**config.mk**
```make
export PLATFORM = sky130hd
export DESIGN_NAME = ddr_wr_arbiter
export DESIGN_NICKNAME = d
export VERILOG_FILES = /design/src/rtl/ddr_arb_pkg.sv /design/src/rtl/ddr_wr_arbiter_rr_pick.sv /design/src/rtl/ddr_wr_arbiter.sv
export SDC_FILE = /design/constraint.sdc
export NUM_CORES = 1
export LEC_CHECK = 0
export BUFFER_PORTS_ARGS = -buffer_cell sky130_fd_sc_hd__buf_2
export CAP_MARGIN = 20
export CORE_AREA = 2 2 561 563
export CTS_BUF_LIST = sky130_fd_sc_hd__clkbuf_8 sky130_fd_sc_hd__clkbuf_16
export DETAILED_ROUTE_END_ITERATION = 7
export DIE_AREA = 0 0 563 565
export PLACE_DENSITY = 0.3
export SLEW_MARGIN = 25
export SYNTH_ARGS = -nofsm -noshare
export SYNTH_HDL_FRONTEND = slang
export SYNTH_SLANG_ARGS = --single-unit
```
**constraint.sdc**
```tcl
create_clock -name clk_100M -period 4.45 [get_ports clk_100M]
set_input_delay 0.445 -clock clk_100M [delete_from_list [all_inputs] [get_ports clk_100M]]
set_output_delay 0.445 -clock clk_100M [all_outputs]
set_load 0.01 [all_outputs]
```
**src/rtl/ddr_arb_pkg.sv**
```systemverilog
// Shared DDR write-arbiter definitions: bus width defaults, FSM encoding and
// the round-robin pointer helper.
`ifndef DDR_ADDR_W
`define DDR_ADDR_W 28
`endif
`ifndef DDR_DATA_W
`define DDR_DATA_W 256
`endif

package ddr_arb_pkg;

    localparam int DDR_ADDR_W_DEF = `DDR_ADDR_W;
    localparam int DDR_DATA_W_DEF = `DDR_DATA_W;
    localparam int TMO_CYC_DEF    = 1023;
    localparam int TMO_CNT_W      = 10;
    localparam int MAX_REQ        = 8;
    localparam int ID_W           = 3;

    typedef enum logic [2:0] {
        ST_IDLE  = 3'd0,
        ST_ISSUE = 3'd1,
        ST_HOLD  = 3'd2,
        ST_WAIT  = 3'd3,
        ST_ACK   = 3'd4
    } arb_state_e;

    // Pointer slot just after the given winner, wrapping at num_req.
    function automatic logic [ID_W-1:0] rr_advance(input logic [ID_W-1:0] id,
                                                   input int              num_req);
        if (int'(id) >= num_req - 1) begin
            return '0;
        end
        return id + 3'd1;
    endfunction

endpackage

```
**src/rtl/ddr_wr_arbiter_rr_pick.sv**
```systemverilog
// Round-robin winner search: first asserted request at or above rr_ptr,
// wrapping modulo NUM_REQ.
module rr_pick
    import ddr_arb_pkg::*;
#(
    parameter int NUM_REQ = 4
) (
    input  logic [NUM_REQ-1:0] req,
    input  logic [ID_W-1:0]    rr_ptr,
    output logic               valid,
    output logic [ID_W-1:0]    winner
);

    logic [MAX_REQ-1:0] req_ext;

    assign req_ext = MAX_REQ'(req);

    // Scan from the farthest slot down so the slot nearest rr_ptr is written last.
    always_comb begin
        int              slot;
        logic [ID_W-1:0] idx;
        valid  = 1'b0;
        winner = '0;
        slot   = 0;
        idx    = '0;
        for (int k = NUM_REQ - 1; k >= 0; k--) begin
            slot = int'(rr_ptr) + k;
            if (slot >= NUM_REQ) begin
                slot = slot - NUM_REQ;
            end
            idx = ID_W'(slot);
            if (req_ext[idx]) begin
                valid  = 1'b1;
                winner = idx;
            end
        end
    end

endmodule

```
**src/rtl/ddr_wr_arbiter.sv**
```systemverilog
// Round-robin arbiter feeding one DDR write controller: one burst in flight,
// rising-edge wr_req handshake, completion ack with timeout.
module ddr_wr_arbiter
    import ddr_arb_pkg::*;
#(
    parameter int NUM_REQ = 4,
    parameter int ADDR_W  = DDR_ADDR_W_DEF,
    parameter int DATA_W  = DDR_DATA_W_DEF,
    parameter int TMO_CYC = TMO_CYC_DEF
) (
    input  logic                      clk_100M,
    input  logic                      rstn,
    input  logic                      init_done,
    input  logic [NUM_REQ-1:0]        req,
    input  logic [NUM_REQ*ADDR_W-1:0] req_addr,
    input  logic [NUM_REQ*4-1:0]      req_len,
    input  logic [NUM_REQ*DATA_W-1:0] req_data,
    output logic [NUM_REQ-1:0]        ack,
    output logic                      ack_err,
    output logic [2:0]                grant_id,
    output logic                      busy,
    output logic                      wr_req,
    output logic [ADDR_W-1:0]         wr_addr,
    output logic [3:0]                awlen,
    output logic [DATA_W-1:0]         wr_data,
    input  logic                      wr_busy,
    input  logic                      wr_done,
    output logic                      err_sticky
);

    // The counter is cleared on ISSUE entry, so it holds TMO_CYC-1 in the
    // last cycle before the timeout takes effect on the following edge.
    localparam logic [TMO_CNT_W-1:0] TMO_LAST = TMO_CNT_W'(TMO_CYC - 1);

    arb_state_e            state_q, state_d;
    logic [TMO_CNT_W-1:0]  cnt_q, cnt_d;
    logic [ID_W-1:0]       grant_id_q, grant_id_d;
    logic [ID_W-1:0]       rr_ptr_q, rr_ptr_d;
    logic                  tmo_q, tmo_d;
    logic                  sticky_q, sticky_d;
    logic [ADDR_W-1:0]     addr_q, addr_d;
    logic [3:0]            len_q, len_d;
    logic [DATA_W-1:0]     data_q, data_d;

    logic                  pick_valid;
    logic [ID_W-1:0]       pick_winner;
    logic                  tmo_hit;

    logic [ADDR_W-1:0]     addr_arr [MAX_REQ];
    logic [3:0]            len_arr  [MAX_REQ];
    logic [DATA_W-1:0]     data_arr [MAX_REQ];

    for (genvar i = 0; i < MAX_REQ; i++) begin : g_unpack
        if (i < NUM_REQ) begin : g_live
            assign addr_arr[i] = req_addr[i*ADDR_W +: ADDR_W];
            assign len_arr[i]  = req_len[i*4 +: 4];
            assign data_arr[i] = req_data[i*DATA_W +: DATA_W];
        end else begin : g_pad
            assign addr_arr[i] = '0;
            assign len_arr[i]  = '0;
            assign data_arr[i] = '0;
        end
    end

    rr_pick #(
        .NUM_REQ (NUM_REQ)
    ) u_rr_pick (
        .req    (req),
        .rr_ptr (rr_ptr_q),
        .valid  (pick_valid),
        .winner (pick_winner)
    );

    always_ff @(posedge clk_100M) begin
        if (!rstn) begin
            state_q    <= ST_IDLE;
            cnt_q      <= '0;
            grant_id_q <= '0;
            rr_ptr_q   <= '0;
            tmo_q      <= 1'b0;
            sticky_q   <= 1'b0;
            addr_q     <= '0;
            len_q      <= '0;
            data_q     <= '0;
        end else begin
            state_q    <= state_d;
            cnt_q      <= cnt_d;
            grant_id_q <= grant_id_d;
            rr_ptr_q   <= rr_ptr_d;
            tmo_q      <= tmo_d;
            sticky_q   <= sticky_d;
            addr_q     <= addr_d;
            len_q      <= len_d;
            data_q     <= data_d;
        end
    end

    always_comb begin
        state_d    = state_q;
        cnt_d      = cnt_q;
        grant_id_d = grant_id_q;
        rr_ptr_d   = rr_ptr_q;
        tmo_d      = tmo_q;
        sticky_d   = sticky_q;
        addr_d     = addr_q;
        len_d      = len_q;
        data_d     = data_q;
        wr_req     = 1'b0;
        busy       = 1'b0;
        ack        = '0;
        ack_err    = 1'b0;
        tmo_hit    = (cnt_q == TMO_LAST);

        case (state_q)
            ST_IDLE: begin
                // wr_req is low here, so every ISSUE starts a fresh rising edge.
                if (init_done && pick_valid && !wr_busy) begin
                    state_d    = ST_ISSUE;
                    cnt_d      = '0;
                    tmo_d      = 1'b0;
                    grant_id_d = pick_winner;
                    addr_d     = addr_arr[pick_winner];
                    len_d      = len_arr[pick_winner];
                    data_d     = data_arr[pick_winner];
                end
            end
            ST_ISSUE: begin
                wr_req = 1'b1;
                busy   = 1'b1;
                cnt_d  = cnt_q + TMO_CNT_W'(1);
                if (tmo_hit) begin
                    state_d  = ST_ACK;
                    tmo_d    = 1'b1;
                    sticky_d = 1'b1;
                end else begin
                    state_d = ST_HOLD;
                end
            end
            ST_HOLD: begin
                wr_req = 1'b1;
                busy   = 1'b1;
                cnt_d  = cnt_q + TMO_CNT_W'(1);
                if (tmo_hit) begin
                    state_d  = ST_ACK;
                    tmo_d    = 1'b1;
                    sticky_d = 1'b1;
                end else if (wr_busy) begin
                    state_d = ST_WAIT;
                end
            end
            ST_WAIT: begin
                busy  = 1'b1;
                cnt_d = cnt_q + TMO_CNT_W'(1);
                // A completion in the timeout cycle still counts as success.
                if (wr_done) begin
                    state_d  = ST_ACK;
                    tmo_d    = 1'b0;
                    rr_ptr_d = rr_advance(grant_id_q, NUM_REQ);
                end else if (tmo_hit) begin
                    state_d  = ST_ACK;
                    tmo_d    = 1'b1;
                    sticky_d = 1'b1;
                end
            end
            ST_ACK: begin
                busy    = 1'b1;
                ack_err = tmo_q;
                for (int i = 0; i < NUM_REQ; i++) begin
                    ack[i] = (grant_id_q == ID_W'(i));
                end
                state_d = ST_IDLE;
            end
            default: begin
                state_d = ST_IDLE;
            end
        endcase
    end

    assign grant_id   = grant_id_q;
    assign wr_addr    = addr_q;
    assign awlen      = len_q;
    assign wr_data    = data_q;
    assign err_sticky = sticky_q;

endmodule

```
==> Yosys cells after proc, flatten, opt, wreduce, memory -nomap -nowiden <==
Index checks and enable logic that the tools add are counted.
{ "op_classes": {"n_addsub": 9, "order_cmp": 10, "eq_ne": 12, "muxes": 54, "bitwise_logic": 1, "n_reduce_logical": 17} }
{ "ops": {"columns": ["operator", "count"], "rows": [
  ["binary-select mux 256 bit (select 3 bit)", 1],
  ["2-to-1 mux 256 bit", 2],
  ["binary-select mux 28 bit (select 3 bit)", 1],
  ["2-to-1 mux 28 bit", 2],
  ["2-to-1 mux 3 bit", 16],
  ["one-hot mux 10 bit (2 select lines)", 1],
  ["2-to-1 mux 1 bit", 19],
  ["< comparator 3 x 4 -> 1 bit, second input constant", 4],
  ["binary-select mux 1 bit (select 3 bit)", 4],
  ["binary-select mux 4 bit (select 3 bit)", 1],
  ["== test 3 x 2 -> 1 bit, second input constant", 4],
  [">= comparator 4 x 3 -> 1 bit, second input constant", 3],
  ["2-to-1 mux 4 bit", 3],
  ["one-hot mux 3 bit (4 select lines)", 1],
  ["subtractor 3 bit, second input constant", 4],
  ["adder 10 x 1 -> 10 bit, second input constant", 1],
  ["== test 10 bit, second input constant", 1],
  ["2-to-1 mux 10 bit", 1],
  ["AND reduction 2 bit", 5],
  ["adder 3 x 2 -> 4 bit, second input constant", 2],
  ["== test 3 x 1 -> 1 bit, second input constant", 2],
  ["zero test 3 bit", 2],
  ["!= test 3 bit, second input constant", 2],
  ["adder 3 x 1 -> 4 bit, second input constant", 1],
  ["other kinds (17)", 20]
]} }
{ "totals": {"ff_bits": 309, "input_bits": 1161} }

==> Logic depth before layout (Yosys ltp) <==
Gate-level depths: netlist (run 1).
{ "depth": {"ltp_word": 13, "mapped_depth": 13} }

==> Modules after synthesis <==
A second synthesis (run 1) with hierarchy kept.
{ "unflattened": {"cells_unflattened": 1168, "hier_area_um2": 16940.0} }
{ "modules_own_cells": {"columns": ["module", "n_inst", "cells_each", "area_per_inst_um2", "seq_area_each_um2"], "rows": [
  ["ddr_wr_arbiter", 1, 1124, 16595.9, 6185.9],
  ["rr_pick", 1, 44, 344.1, 0.0]
]} }

==> Worst setup path after synthesis (run 1) <==
No wires, ideal clock.
{ "synth_path": {"kind": "register -> register", "start": "register rr_ptr_q[1]", "end": "register len_q[0], in the netlist awlen[0]", "arrival_ns": 2.760, "t_required_ns": 4.328, "setup_slack_ns": 1.568, "stages_incl_launch_ff": 14, "path_buffers": 5, "synth_period_minus_slack_ns": 2.882, "path_cell_list": "dfxtp_1 -> buf_2 -> inv_1 -> ha_1 -> buf_2 -> and2_1 -> or3_1 -> a2111o_1 -> and3_1 -> buf_2 -> nand2_4 -> buf_2 -> buf_2 -> o31ai_1"} }
{ "synth_between": {"elab_chain_len": 13, "word_cells_on_any_way": 38, "classes_between": "add/sub: 7; order compare: 4; mux: 23; bitwise: 1; reduce/logical: 3"} }
{ "synth_lines": {"columns": ["item", "line_no", "rtl"], "rows": [
  ["start: declaration", "ddr_wr_arbiter.sv:38", "logic [ID_W-1:0] rr_ptr_q, rr_ptr_d;"],
  ["start signal: assignment", "ddr_wr_arbiter.sv:89", "rr_ptr_q <= rr_ptr_d;"],
  ["adder 3 x 2 -> 4 bit", "ddr_wr_arbiter_rr_pick.sv:27", "slot = int'(rr_ptr) + k;"],
  [">= comparator 4 x 3 -> 1 bit / subtractor 3 bit (equally long branches)", "ddr_wr_arbiter_rr_pick.sv:28, ddr_wr_arbiter_rr_pick.sv:29", null],
  ["2-to-1 mux 3 bit", "ddr_wr_arbiter_rr_pick.sv:28", "if (slot >= NUM_REQ) begin"],
  ["binary-select mux 1 bit (select 3 bit)", "ddr_wr_arbiter_rr_pick.sv:32", "if (req_ext[idx]) begin"],
  ["2-to-1 mux 1 bit (implied by the code)", "ddr_wr_arbiter_rr_pick.sv:32", null],
  ["2-to-1 mux 3 bit (4 in a row)", "ddr_wr_arbiter_rr_pick.sv:32", null],
  ["inverter 3 -> 4 bit (implied by the code)", "ddr_wr_arbiter.sv:123", "len_d = len_arr[pick_winner];"],
  ["binary-select mux 4 bit (select 3 bit)", "ddr_wr_arbiter.sv:123", null],
  ["2-to-1 mux 4 bit (implied by the code) (2 in a row)", "ddr_wr_arbiter.sv:123", null],
  ["end signal: assignment", "ddr_wr_arbiter.sv:93", "len_q <= len_d;"],
  ["end: declaration", "ddr_wr_arbiter.sv:42", "logic [3:0] len_q, len_d;"]
]} }
Several ways; a longest one is shown, not always the timed one. The select of a mux whose other input is x is not followed.
A chain may end at the register's enable or synchronous reset.

==> Worst setup path after layout (run 1) <==
{ "layout_path": {"start": "register rr_ptr_q[0]", "end": "register data_q[249], in the netlist wr_data[249]"} }
{ "layout_between": {"elab_chain_len": 13, "word_cells_on_any_way": 38, "classes_between": "add/sub: 7; order compare: 4; mux: 23; bitwise: 1; reduce/logical: 3"} }
{ "layout_lines": {"columns": ["item", "line_no", "rtl"], "rows": [
  ["adder 3 x 2 -> 4 bit", "ddr_wr_arbiter_rr_pick.sv:27", null],
  [">= comparator 4 x 3 -> 1 bit / subtractor 3 bit (equally long branches)", "ddr_wr_arbiter_rr_pick.sv:28, ddr_wr_arbiter_rr_pick.sv:29", null],
  ["2-to-1 mux 3 bit", "ddr_wr_arbiter_rr_pick.sv:28", null],
  ["binary-select mux 1 bit (select 3 bit)", "ddr_wr_arbiter_rr_pick.sv:32", null],
  ["2-to-1 mux 1 bit (implied by the code)", "ddr_wr_arbiter_rr_pick.sv:32", null],
  ["2-to-1 mux 3 bit (4 in a row)", "ddr_wr_arbiter_rr_pick.sv:32", null],
  ["inverter 3 -> 4 bit (implied by the code)", "ddr_wr_arbiter.sv:124", "data_d = data_arr[pick_winner];"],
  ["binary-select mux 256 bit (select 3 bit)", "ddr_wr_arbiter.sv:124", null],
  ["2-to-1 mux 256 bit (implied by the code) (2 in a row)", "ddr_wr_arbiter.sv:124", null],
  ["end signal: assignment", "ddr_wr_arbiter.sv:94", "data_q <= data_d;"],
  ["end: declaration", "ddr_wr_arbiter.sv:43", "logic [DATA_W-1:0] data_q, data_d;"]
]} }
Several ways; a longest one is shown, not always the timed one. The select of a mux whose other input is x is not followed.

==> flow_metrics.tcl, run 1 <==
set metrics [dict create \
    finalCritPeriodShare_pct 96.9 \
    hold_path_class "in2reg" \
    power_frac_seq_pct 26.4 \
    cp.depth 11 \
    critPathTopFamily "compound AO/OA/AOI/OAI gates" \
    drt-total-wl_mm 224 \
    clockRootBuffer "clkbuf_16" \
    vdd_ir_drop_max_v 0.000262 \
    p_leak_uw 0.0156 \
    cp_cell_sequence "inv_2 -> ha_1 -> and2_1 -> or3_1 -> a21o_4 -> buf_12 -> buf_16 -> and3_1 -> a211oi_1 -> buf_4 -> o31ai_1" \
    core-area_sq_mm 0.311 \
    worstPathArrival_ns 4.84 \
    drc 0 \
    antenna_left 0 \
    min_delay_path_depth 3 \
    cp-start-kind "register" \
    die_y_microns 565 \
    clock_latency_ns 0.68 \
    maxCapViolCount 0 \
    vias 27524 \
    netlist_instances 2522 \
    synth_seq_cells 309 \
    firstDrtPassIters 6 \
    status "finished, final reports clean" \
    syn_avg_cell_area_sq_um 7.89 \
    cp-end-kind "register" \
    yosys_warnings 0 \
    synth_cell_types 52 \
    rsz0062_at_grt "no" \
    tightestPinTransition_ns 0.942 \
    crit_type "reg2reg" \
    grt_max_degree 197 \
    cp.required_ns 4.97 \
    antenna_found_initial 145 \
    min_period_ns 4.31 \
    cts_sinks 309 \
    clockBufferDepth 3 \
    grt_pass1_vias 27925 \
    h-tree-depth 2 \
    final-max-slew-violation-count 0 \
    power_density_mw_per_mm2 387 \
    grtUsageTotal_pct 13.4 \
    routed_via_density 3.40 \
    synth_commonest_cells "and3_1 (582), a211oi_1 (578), dfxtp_1 (309)" \
    io_buffers 1459 \
    cp_slowest_cell "dfxtp_1" \
    gp_congestion 0.876 \
    hold_ws_ns 0.104 \
    synth_top_area_share_pct 31.1 \
    numCtsBuffers 48 \
    row_count 205 \
    syn_area_sq_mm 0.0199 \
    yosysMostFrequentCell "and3_1" \
    synth_ff_type "dfxtp_1" \
    max_stage_delay_ns 0.68 \
    grt_pass1_wl_mm 283 \
    drive_above_1_share_pct 43.5 \
    path_buf_inv 4 \
    post_drt_wl_per_cell_microns 27.7 \
    slew_headroom_pct 36.8 \
    io_pins 1460 \
    async_flop_share_pct 0 \
    clk_pin_slew_ns 0.06 \
    critPathMaxFanout 181 \
    synth_area_leaders "dfxtp_1 (31%), a211oi_1 (22%), and3_1 (18%)" \
    place_hpwl_mm 194 \
    setup_viol 0 \
    worst_clock_skew_ns 0.0349 \
    cts_tree "yes" \
    p_comb_share_pct 42.2 \
    ff2ff_path_depth 11 \
    hold_viol_final 0 \
    clkPwrFrac_pct 31.4 \
    die_area_sq_mm 0.318 \
    synth_top_area_cell "dfxtp_1" \
    synth_nets 3692 \
    drt_iter0_markers 1642 \
    final.setup.tns_ns 0 \
    die_w_microns 563 \
    p_sw_uw 5760 \
    layout.nets 5021 \
    p_sw_share_pct 43.4 \
    p_int_uw 7500 \
    fmax_ghz 0.232 \
    start_util_pct 6.39 \
    synth_seq_area_share_pct 31.1 \
    synth_edf_count 0 \
    area.growth.synth_to_final_pct 72.1 \
    grt-ovfl-total 0 \
    cts_setup_buffers 0 \
]
## worst min-delay path, cell delays in order
cell and delay (ns):
buf_2 0.08, a211oi_1 0.05, o31ai_1 0.16
## cell usage in the layout (no fill, tap or decap), drive strengths merged, types with 2 or more instances in the layout
| cell type | instances |
|---|---|
| buf | 1600 |
| dfxtp | 309 |
| xnor2 | 2 |
| or4 | 3 |
| nor2b | 6 |
| clkinv | 13 |
| and2 | 5 |
| a22oi | 3 |
| ha | 9 |
| o31ai | 292 |
| dlygate4sd3 | 6 |
| a31oi | 3 |
| or2 | 3 |
| nand4 | 3 |
| nand2b | 6 |
| a31o | 2 |
| a21boi | 4 |
| o31a | 4 |
| nor2 | 13 |
| bufinv | 8 |
| mux2i | 9 |
| o21a | 4 |
| or3 | 2 |
| a21oi | 3 |
| nand3 | 8 |
| a211oi | 578 |
| nor3 | 6 |
| nand2 | 300 |
| and3 | 582 |
| inv | 25 |
| nor4 | 3 |
| o32a | 3 |
| clkbuf | 52 |
| diode | 60 |
| o21ai | 6 |
## state kept, by name (all words and copies together), names as in the netlist
name	flops
awlen	4
cnt_q	10
err_sticky	1
grant_id	3
rr_ptr_q	3
state_q	3
tmo_q	1
wr_addr	28
wr_data	256
## routing by layer
layer  up-vias  part of all wire, %  global-route usage [%]  wire length, microns
li1      12511                    -                       -                     -
met1     13193                   39                    15.1                 87100
met2      1384                   46                    21.9                103000
met3       342                   12                    6.43                 25800
met4        94                  3.5                    4.41                  7960
met5         -                 0.27                       0                   609
## stage by stage
step / cell area, sq um / util [%] / total power [uW] / setup slack [ns] / std cells
finish: 34300 / 11.0 / 13300 / 0.138 / 8089
global route: 34200 / 11.0 / 14000 / 0.0264 / 8062
CTS: 34100 / 10.9 / 13600 / 0.193 / 8028
detailed placement: 32400 / 10.4 / 9280 / 0.236 / 7934
global placement: 32400 / 10.4 / 9300 / 0.243 / 7934
floorplan: 19900 / - / 5940 / 1.57 / 2522
## power groups by stage
stage          registers [uW]  clock network, uW  logic [uW]
2_1_floorplan            3610                  0        2330
3_3_place_gp             3560                  0        5740
3_5_place_dp             3570                  0        5710
4_1_cts                  3510               4360        5740
5_1_grt                  3560               4420        6020
6_report                 3490               4160        5600
## logic make-up (layout without fill, tap and decap cells)
logic type | count (synthesis) | in the layout | share of synthesized area (%)
DFF | 309 | 309 | 31.1
and+or+nand+nor | 942 | 942 | 25.7
buffers and inverters | 338 | 1705 | 7.50
muxes | 11 | 11 | 0.622
adders and majority gates | 9 | 9 | 0.566
AOI/OAI and AO/OA | 911 | 911 | 34.5
other | 0 | 60 | 0
xor gates and xnor gates | 2 | 2 | 0.0880
## final timing paths
path	from	to	slack [ns]
max	rr_ptr_q[0]$_SDFFE_PN0P_	wr_data[249]$_SDFFE_PN0P_	0.14
min	req_addr[25]	wr_addr[25]$_SDFFE_PN0P_	0.10
max reg2reg	rr_ptr_q[0]$_SDFFE_PN0P_	wr_data[249]$_SDFFE_PN0P_	0.14
min reg2reg	wr_data[175]$_SDFFE_PN0P_	wr_data[175]$_SDFFE_PN0P_	0.45
## layout make-up
cell class | count | area [sq um]
Antenna cell | 60 | 150
Clock buffer | 52 | 1260
Clock inverter | 36 | 385
Fill cell | 36574 | 277000
Inverter | 11 | 41.3
Multi-Input combinational cell | 1875 | 12300
Sequential cell | 309 | 6190
Tap cell | 4140 | 5180
Timing Repair Buffer | 1606 | 8780
## repair_timing
item / in CTS / in global routing
endpoints found under the hold margin: 6 / 0
hold buffers: 6 / 0
resized for setup: 0 / 0
(Power assumes the default switching activity.)
==> inputs of run 2 (changes only) <==
--- a/config.mk
+++ b/config.mk
@@ -7,12 +7,13 @@
 export LEC_CHECK = 0
 export BUFFER_PORTS_ARGS = -buffer_cell sky130_fd_sc_hd__buf_2
 export CAP_MARGIN = 20
-export CORE_AREA = 2 2 561 563
+export CORE_AREA = 2 2 569 571
 export CTS_BUF_LIST = sky130_fd_sc_hd__clkbuf_8 sky130_fd_sc_hd__clkbuf_16
 export DETAILED_ROUTE_END_ITERATION = 7
-export DIE_AREA = 0 0 563 565
+export DIE_AREA = 0 0 571 573
 export PLACE_DENSITY = 0.3
 export SLEW_MARGIN = 25
 export SYNTH_ARGS = -nofsm -noshare
 export SYNTH_HDL_FRONTEND = slang
+export SYNTH_HIERARCHICAL = 1
 export SYNTH_SLANG_ARGS = --single-unit
==> flow_metrics.tcl, run 2 <==
set metrics [dict create \
    synth_top_area_share_pct 38.4 \
    clk_pin_slew_ns 0.08 \
    critPathMaxFanout 42 \
    gp_congestion 0.935 \
    async_flop_share_pct 0 \
    cp_slowest_cell "dfxtp_1" \
    synth_edf_count 0 \
    cts_tree "yes" \
    fmax_ghz 0.265 \
    slew_headroom_pct 42.1 \
    place_hpwl_mm 215 \
    cts_resized 0 \
    power_density_mw_per_mm2 302 \
    final-max-slew-violation-count 0 \
    synth_fa_ha_area_share_pct 0.665 \
    antenna_found_initial 382 \
    die_y_microns 573 \
    synth_commonest_cells "dfxtp_1 (309), mux4_2 (289), a22o_1 (288)" \
    ctsHoldBuffers 1 \
    grtUsageTotal_pct 14.0 \
    clockBufferDepth 3 \
    clockRootBuffer "clkbuf_16" \
    rsz0062_at_grt "no" \
    synth_area_leaders "mux4_2 (38%), dfxtp_1 (37%), a22o_1 (15%)" \
    clock_latency_ns 0.73 \
    core-area_sq_mm 0.320 \
    cp.required_ns 5.11 \
    start_util_pct 5.29 \
    fillCellCount 37158 \
    cts_setup_buffers 0 \
    area.growth.synth_to_final_pct 86.4 \
    regArea_sq_mm 0.00619 \
    h-tree-depth 2 \
    syn_area_sq_mm 0.0169 \
    hold_viol_final 0 \
    cts_sinks 309 \
    grt_max_degree 86 \
    maxCapViolCount 0 \
    vias 20345 \
    row_count 208 \
    synth_seq_area_share_pct 36.5 \
    p_leak_uw 0.0128 \
    grt_pass1_vias 20517 \
    io_pins 1460 \
    layout_commonest_cell "buf_2" \
    synth_top_area_cell "mux4_2" \
    final_cell_mix "buf_2 (1459), dfxtp_1 (309), mux4_2 (289)" \
    routed_via_density 2.89 \
    drt-total-wl_mm 239 \
    max_stage_delay_ns 0.66 \
    synth_cell_types 57 \
    synth_top_family_by_area "multiplexers" \
    tightestPinTransition_ns 0.862 \
    yosys.area_share.simple_pct 2.36 \
    post-place-cells 6844 \
    grt-ovfl-total 0 \
    synth_ff_type "dfxtp_1" \
    largest_register_ffs 256 \
    cp-start-kind "register" \
    hold_path_class "in2reg" \
    die_w_microns 571 \
    yosysMostFrequentCell "dfxtp_1" \
    syn_avg_cell_area_sq_um 14.5 \
    status "finished, final reports clean" \
    cp-end-kind "register" \
    netlist_instances 1168 \
    path_common_cell "buf_12" \
    drc 0 \
    drt_iter0_markers 1290 \
    die_area_sq_mm 0.327 \
    post_drt_wl_per_cell_microns 33.8 \
    yosys_warnings 6 \
    layout.nets 3762 \
    antenna_left 0 \
    finalCritPeriodShare_pct 84.9 \
    cp_cell_sequence "inv_1 -> ha_1 -> a311o_1 -> o22ai_1 -> nand2_1 -> nand3b_1 -> nor3_4 -> nor3b_4 -> buf_12 -> buf_12 -> a22o_1" \
    firstDrtPassIters 5 \
    numCtsBuffers 50 \
    synth_nets 2338 \
    hold_ws_ns 0.132 \
    min_period_ns 3.78 \
    synthMuxAreaShare_pct 38.9 \
    grt_pass1_wl_mm 283 \
    crit_type "reg2reg" \
    synthXorXnorAreaFrac_pct 0.362 \
    synth_seq_cells 309 \
    io_buffers 1459 \
    setup_viol 0 \
    multi_input_area_sq_mm 0.0100 \
    worst_clock_skew_ns 0.0416 \
    synth_compound_area_share_pct 16.5 \
    drive_above_1_share_pct 71.8 \
    worstPathArrival_ns 4.44 \
    final.setup.tns_ns 0 \
    stdcell_count 7047 \
    vdd_ir_drop_max_v 0.000304 \
]
-- run 2: cell types whose count changed after synthesis, sizes merged, moves of 6 or more --
cell / before / now
a21oi: 3 / 11
o31ai: 292 / 2
and3: 582 / 3
clkbuf: 154 / 69
mux4: 1 / 289
a211oi: 578 / 4
nor2: 13 / 21
nor2b: 6 / 0
nand2: 300 / 16
a22o: 1 / 288
buf: 173 / 67
-- run 2: logic make-up (layout without fill, tap and decap cells) --
kind of cell,after synthesis,after routing
fa+ha+maj,9,9
simple gates,73,73
buf+inv,146,1609
xor+xnor,7,7
other cells,1,112
mux,296,296
compound gates,327,327
flops,309,309
-- run 2: final timing paths --
| path | slack, ns | startpoint | depth (start not counted) | end |
|---|---|---|---|---|
| worst max-delay path | 0.67 | rr_ptr_q[0]$_SDFFE_PN0P_ | 11 | wr_data[80]$_SDFFE_PN0P_ |
| worst min-delay path | 0.13 | req_data[115] | 3 | wr_data[115]$_SDFFE_PN0P_ |
| worst max register to register | 0.67 | rr_ptr_q[0]$_SDFFE_PN0P_ | 11 | wr_data[80]$_SDFFE_PN0P_ |
| worst min register to register | 0.47 | wr_data[185]$_SDFFE_PN0P_ | 1 | wr_data[185]$_SDFFE_PN0P_ |
-- run 2: area by class of cell --
type / count / area share, %
multi-input cells: 713 / 31.7
clock inverters: 32 / 0.935
repair buffers: 1508 / 25.4
inverters: 10 / 0.119
well taps: 4305 / 17.1
clock buffers: 59 / 4.39
flip-flops and latches: 309 / 19.6
diodes: 111 / 0.880
-- run 2: worst max-delay path: cells and delay by family (launching register included) --
kind | cells | cell delay (ns)
and+or+nand+nor | 4 | 1.35
buffers and inverters | 3 | 0.71
DFF | 1 | 0.66
adders and majority gates | 1 | 0.39
AOI/OAI and AO/OA | 3 | 0.52
-- run 2: per-layer routing --
layer | GRT usage [%] | routed length (microns) | share of wire [%]
met1 | 15.4 | 87200 | 37
met2 | 22.6 | 107000 | 45
met3 | 7.52 | 32100 | 13
met4 | 5.35 | 11200 | 4.7
met5 | 0 | 1170 | 0.49
-- run 2: power by group --
part / internal [uW] / switching, uW
clock: 2480 / 1840
combinational: 1120 / 1140
sequential: 2870 / 73.3
total: 6480 / 3060
-- run 2: per-stage QoR --
stage	total power (uW)	util, %	area (sq um)	worst slack (ns)
CTS	9870	9.77	31300	0.636
global route	9960	9.81	31400	0.338
floorplan	4020	-	16900	1.15
detailed placement	5310	9.24	29600	0.644
finish	9540	9.86	31600	0.670
global placement	5320	9.24	29600	0.673
